`config.mk`:
```
export PLATFORM = sky130hd
export DESIGN_NAME = mem_sequencer
export DESIGN_NICKNAME = d
export VERILOG_FILES = /design/src/rtl/mem_sequencer.sv
export SDC_FILE = /design/constraint.sdc
export NUM_CORES = 1
export LEC_CHECK = 0
export CORE_MARGIN = 8
export CORE_UTILIZATION = 50
export CTS_BUF_LIST = sky130_fd_sc_hd__clkbuf_4 sky130_fd_sc_hd__clkbuf_8
export CTS_CLUSTER_SIZE = 16
export DETAILED_ROUTE_END_ITERATION = 10
export GPL_TIMING_DRIVEN = 1
export PLACE_DENSITY = 0.92
export SYNTH_ARGS = -nofsm -noshare
export SYNTH_HDL_FRONTEND = slang
export SYNTH_SLANG_ARGS = --single-unit
```
`constraint.sdc`:
```
create_clock -name clk -period 3.6 [get_ports clk]
set_input_delay 0.36 -clock clk [delete_from_list [all_inputs] [get_ports clk]]
set_output_delay 0.36 -clock clk [all_outputs]
set_load 0.05 [all_outputs]
```
`src/rtl/mem_sequencer.sv`:
```
`default_nettype none
// ============================================================================
// Module   : mem_sequencer
// Brief    : Sequences load/store and pointer-indirect accesses onto a
//            handshake memory port, with byte-lane formatting and a timeout.
// Revision : 1.0 - initial release
// ============================================================================
module mem_sequencer #(
    parameter int DATA_W  = 16,
    parameter int ADDR_W  = 16,
    parameter int TIMEOUT = 64
) (
    input  logic                  clk,
    input  logic                  reset,
    input  logic                  req_valid,
    output logic                  req_ready,
    input  logic [1:0]            req_op,
    input  logic                  req_byte,
    input  logic                  req_sext,
    input  logic [ADDR_W-1:0]     req_addr,
    input  logic [DATA_W-1:0]     req_wdata,
    output logic                  done,
    output logic                  err,
    output logic [DATA_W-1:0]     rdata,
    output logic [ADDR_W-1:0]     mem_address,
    output logic                  mem_read,
    output logic                  mem_write,
    output logic [DATA_W-1:0]     mem_wdata,
    output logic [DATA_W/8-1:0]   mem_byte_enable,
    input  logic [DATA_W-1:0]     mem_rdata,
    input  logic                  mem_resp
);

    localparam int c_lanes = DATA_W / 8;
    localparam int c_lb    = (c_lanes > 1) ? $clog2(c_lanes) : 1;
    localparam int c_cnt_w = (TIMEOUT > 1) ? $clog2(TIMEOUT) : 1;
    localparam logic [c_cnt_w-1:0] c_to_last = c_cnt_w'((TIMEOUT > 0) ? TIMEOUT - 1 : 0);

    typedef enum logic [2:0] {
        S_IDLE = 3'd0,
        S_IND  = 3'd1,
        S_RD   = 3'd2,
        S_WR   = 3'd3,
        S_RESP = 3'd4
    } state_t;

    state_t                state_q, state_d;
    logic                  store_q, store_d;
    logic                  byte_q, byte_d;
    logic                  sext_q, sext_d;
    logic                  err_q, err_d;
    logic [c_cnt_w-1:0]    wait_q, wait_d;
    logic [DATA_W-1:0]     rdata_q, rdata_d;
    logic [ADDR_W-1:0]     mem_address_q, mem_address_d;
    logic [DATA_W-1:0]     mem_wdata_q, mem_wdata_d;
    logic [c_lanes-1:0]    mem_be_q, mem_be_d;

    logic [ADDR_W-1:0]     w_ptr;
    logic [7:0]            w_byte;
    logic [DATA_W-1:0]     w_byte_ext;
    logic                  w_timeout;

    // Word accesses are aligned by clearing the lane-select bits.
    function automatic logic [ADDR_W-1:0] fmt_addr(input logic [ADDR_W-1:0] a,
                                                   input logic byt);
        logic [ADDR_W-1:0] r;
        r = a;
        if (!byt) begin
            r[c_lb-1:0] = '0;
        end
        return r;
    endfunction

    function automatic logic [c_lanes-1:0] fmt_be(input logic [c_lb-1:0] lane,
                                                  input logic byt);
        logic [c_lanes-1:0] r;
        if (byt) begin
            r       = '0;
            r[lane] = 1'b1;
        end else begin
            r = '1;
        end
        return r;
    endfunction

    generate
        if (ADDR_W <= DATA_W) begin : g_ptr_narrow
            assign w_ptr = mem_rdata[ADDR_W-1:0];
        end else begin : g_ptr_wide
            assign w_ptr = {{(ADDR_W-DATA_W){1'b0}}, mem_rdata};
        end
    endgenerate

    assign w_byte     = mem_rdata[{mem_address_q[c_lb-1:0], 3'b000} +: 8];
    assign w_byte_ext = {{(DATA_W-8){sext_q & w_byte[7]}}, w_byte};
    assign w_timeout  = (TIMEOUT > 0) && (wait_q == c_to_last);

    always_ff @(posedge clk) begin
        if (reset) begin
            state_q       <= S_IDLE;
            store_q       <= 1'b0;
            byte_q        <= 1'b0;
            sext_q        <= 1'b0;
            err_q         <= 1'b0;
            wait_q        <= '0;
            rdata_q       <= '0;
            mem_address_q <= '0;
            mem_wdata_q   <= '0;
            mem_be_q      <= '0;
        end else begin
            state_q       <= state_d;
            store_q       <= store_d;
            byte_q        <= byte_d;
            sext_q        <= sext_d;
            err_q         <= err_d;
            wait_q        <= wait_d;
            rdata_q       <= rdata_d;
            mem_address_q <= mem_address_d;
            mem_wdata_q   <= mem_wdata_d;
            mem_be_q      <= mem_be_d;
        end
    end

    always_comb begin
        state_d       = state_q;
        store_d       = store_q;
        byte_d        = byte_q;
        sext_d        = sext_q;
        err_d         = err_q;
        wait_d        = wait_q;
        rdata_d       = rdata_q;
        mem_address_d = mem_address_q;
        mem_wdata_d   = mem_wdata_q;
        mem_be_d      = mem_be_q;

        case (state_q)
            S_IDLE: begin
                if (req_valid) begin
                    store_d       = req_op[0];
                    byte_d        = req_byte;
                    sext_d        = req_sext;
                    err_d         = 1'b0;
                    wait_d        = '0;
                    // The pointer fetch of an indirect op is always a word read.
                    mem_address_d = fmt_addr(req_addr, req_byte & ~req_op[1]);
                    mem_be_d      = fmt_be(req_addr[c_lb-1:0], req_byte & ~req_op[1]);
                    mem_wdata_d   = req_byte ? {c_lanes{req_wdata[7:0]}} : req_wdata;
                    if (req_op[1]) begin
                        state_d = S_IND;
                    end else if (req_op[0]) begin
                        state_d = S_WR;
                    end else begin
                        state_d = S_RD;
                    end
                end
            end
            S_IND: begin
                if (mem_resp) begin
                    mem_address_d = fmt_addr(w_ptr, byte_q);
                    mem_be_d      = fmt_be(w_ptr[c_lb-1:0], byte_q);
                    wait_d        = '0;
                    state_d       = store_q ? S_WR : S_RD;
                end else if (w_timeout) begin
                    err_d   = 1'b1;
                    rdata_d = '0;
                    state_d = S_RESP;
                end else begin
                    wait_d = wait_q + 1'b1;
                end
            end
            S_RD: begin
                if (mem_resp) begin
                    rdata_d = byte_q ? w_byte_ext : mem_rdata;
                    state_d = S_RESP;
                end else if (w_timeout) begin
                    err_d   = 1'b1;
                    rdata_d = '0;
                    state_d = S_RESP;
                end else begin
                    wait_d = wait_q + 1'b1;
                end
            end
            S_WR: begin
                if (mem_resp) begin
                    state_d = S_RESP;
                end else if (w_timeout) begin
                    err_d   = 1'b1;
                    rdata_d = '0;
                    state_d = S_RESP;
                end else begin
                    wait_d = wait_q + 1'b1;
                end
            end
            S_RESP: begin
                state_d = S_IDLE;
            end
            default: begin
                state_d = S_IDLE;
            end
        endcase
    end

    assign req_ready       = (state_q == S_IDLE);
    assign done            = (state_q == S_RESP);
    assign err             = done & err_q;
    assign rdata           = rdata_q;
    assign mem_read        = (state_q == S_IND) || (state_q == S_RD);
    assign mem_write       = (state_q == S_WR);
    assign mem_address     = mem_address_q;
    assign mem_wdata       = mem_wdata_q;
    assign mem_byte_enable = mem_be_q;

endmodule
`default_nettype wire

```
==> results.json <==
{
  "rows": 28,
  "ctsHoldBuffers": 0,
  "grt_pass1_vias": 2807,
  "power.density_nw_per_um2": 531,
  "numCtsBuffers": 9,
  "cts_num_sinks": 63,
  "overflow": 0,
  "grt_max_degree": 40,
  "area.growth.synth_to_final_pct": 41.0,
  "io_pins": 111,
  "wl_mm": 8.60,
  "critPathMaxFanout": 12,
  "setup_tns_ps": 0,
  "initial_utilization_pct": 51.4,
  "vias_per_cell": 5.45,
  "crit_chain": "nor2b_1 > and2_1 > clkdlybuf4s50_1",
  "synth_cell_types": 54,
  "ys_warn_count": 0,
  "busiest_layer": "met2",
  "hp-class": "reg -> reg",
  "dr.pass1.iters": 4,
  "fin_worst_skew_ps": 9.03,
  "finalCritPeriodShare_pct": 72.0,
  "postSynthCellCount": 314,
  "irDropWorstVdd_uv": 305,
  "drt_iter0_markers": 98,
  "htreeDepth": 3,
  "cp_slowest_cell": "clkdlybuf4s50_1",
  "antenna_found_initial": 0,
  "drive_above_1_share_pct": 12.4,
  "clk_latency_ps": 330,
  "cts_resized": 0,
  "design.core.area_um2": 5890,
  "wl_per_cell_um": 17.4,
  "port_buffers": 110,
  "crit_buf_inv": 1,
  "min_period_ps": 2590,
  "worst_ep_arrival_time_ps": 2230,
  "fp.dieArea_um2": 8800,
  "ys_seq_area_share_pct": 41.7,
  "critPathTopFamily": "buffers and inverters",
  "critPathKind": "reg -> out",
  "ys_ff_latch": 63,
  "hold_violations": 0,
  "syn-num-nets": 371,
  "status": "finished clean",
  "post_cts_buffers": 0,
  "end_kind": "output port",
  "worst_slew_pin_slew_ps": 1090,
  "final_max_slew_viol_count": 0,
  "gr-usage-met2_pct": 33.7,
  "maxSlewHeadroom_pct": 27.6,
  "cap_violations": 0,
  "final_common_cell": "clkdlybuf4s50_1",
  "leakage_nw": 1.63,
  "grt_pass1_wl_mm": 13.7,
  "cts_root_buffer": "clkbuf_8",
  "cts_tree": "built",
  "grt_usage_pct": 19.5,
  "drc": 0,
  "max_freq_ghz": 0.386,
  "rsz0062_at_grt": "false",
  "slowest_delay_ps": 800,
  "crit_path_start_kind": "flop",
  "vias": 2694,
  "path_clk_slew_ps": 70,
  "met3_usage_pct": 5.04,
  "ant_nets": 0,
  "fill_cells": 441,
  "syn_area_um2": 3030,
  "layout_common_cells": "clkdlybuf4s50_1, dfxtp_1, mux2i_1, nor2_1, nand2_1",
  "grt.met1_usage_pct": 22.3,
  "cts_buffer_depth": 2,
  "n_antenna_cell": 0,
  "die_h_um": 93.8,
  "hpwl_mm": 6.44,
  "finalSetupViolations": 0,
  "synth.avg_cell_area_um2": 9.64,
  "place_congestion": 0.827,
  "nNetsFinal": 471,
  "required_ps": 3240,
  "totalPowerFinal_mw": 2.27,
  "die_x_um": 93.8
}
flip-flops by register name (all words and copies together), names as in the netlist:
| name | count |
|---|---|
| mem_byte_enable | 2 |
| mem_address | 16 |
| byte_q | 1 |
| wait_q | 6 |
| rdata | 16 |
| store_q | 1 |
| mem_wdata | 16 |
| err_q | 1 |
| sext_q | 1 |
| state_q | 3 |
Yosys cell counts, drive strengths merged:
master / n / area share, %
nand4b: 1 / 0.29
buf: 16 / 5.1
a311oi: 1 / 0.29
a211oi: 24 / 8.3
ha: 1 / 0.41
or4b: 1 / 0.33
xor2: 1 / 0.29
clkbuf: 7 / 0.99
nor2: 33 / 4.3
nor2b: 4 / 0.83
and3: 2 / 0.41
o21a: 1 / 0.50
nor3: 9 / 2.5
a21oi: 20 / 4.0
mux2i: 33 / 11
and3b: 1 / 0.29
or3: 2 / 0.58
nand2b: 1 / 0.21
a22o: 7 / 2.0
nor3b: 2 / 0.66
nor4: 2 / 0.41
a41oi: 1 / 0.29
nand3b: 2 / 0.50
a31oi: 1 / 0.21
dfxtp: 63 / 42
o2bb2ai: 9 / 2.6
o211ai: 3 / 0.91
or2: 1 / 0.21
a21o: 1 / 0.25
nand2: 31 / 3.9
inv: 9 / 1.1
o21ai: 11 / 1.9
o211a: 1 / 0.33
and2: 5 / 1.1
nand4: 1 / 0.21
nand3: 5 / 0.83
xnor2: 1 / 0.29
cells by family (layout without fill, tap and decap cells):
logic type | Yosys count | in the layout | synth area share (%)
buf+inv | 32 | 137 | 7.23
flops | 63 | 63 | 41.7
simple gates | 103 | 103 | 17.6
mux | 33 | 33 | 10.9
compound gates | 80 | 80 | 21.7
xor+xnor | 2 | 2 | 0.579
fa+ha+maj | 1 | 1 | 0.413
per-stage QoR:
step	hold WS, ps	area, um^2	cells	worst slack (ps)	util, %
3_5_place_dp	449	4050	478	1360	68.9
5_1_grt	481	4270	494	917	72.6
3_3_place_gp	442	4050	478	1440	68.9
2_1_floorplan	448	3030	314	1950	-
6_report	457	4270	494	1010	72.6
4_1_cts	458	4270	494	1010	72.6
tightest hold or removal path: stages (launching register included):
cell and delay [ps]:
dfxtp_1 310, nand2_1 50, a21oi_1 50
where the power goes:
group / total (mW) / internal (mW) / leakage (nW) / switching, mW
logic: 0.771 / 0.289 / 1.01 / 0.482
clock network: 0.665 / 0.395 / 0.106 / 0.270
registers: 0.830 / 0.770 / 0.516 / 0.0596
area by class of cell:
cell class              count  area (um^2)  area share, %
multi-input cells         219         1550           36.4
flip-flops and latches     63         1260           29.5
repair buffers            112         1110           26.0
clock buffers              10          131           3.08
well taps                  75         93.8           2.20
clock inverters             6         85.1           1.99
inverters                   9         33.8          0.791
per-layer routing:
metal	vias to the layer above	part of all wire, %
met3	12	5.0
met5	-	0
li1	1329	-
met1	1270	41
met4	0	1.9
met2	83	52
worst paths after layout:
kind	from	end	slack (ps)	cells past startpoint
max	state_q[1]	mem_write	1010	3
min	mem_wdata[6]	mem_wdata[6]	460	2
max reg2reg	state_q[0]	mem_address[9]	1350	4
min reg2reg	mem_wdata[6]	mem_wdata[6]	460	2
Note: power is estimated with default switching activity, not from simulation.
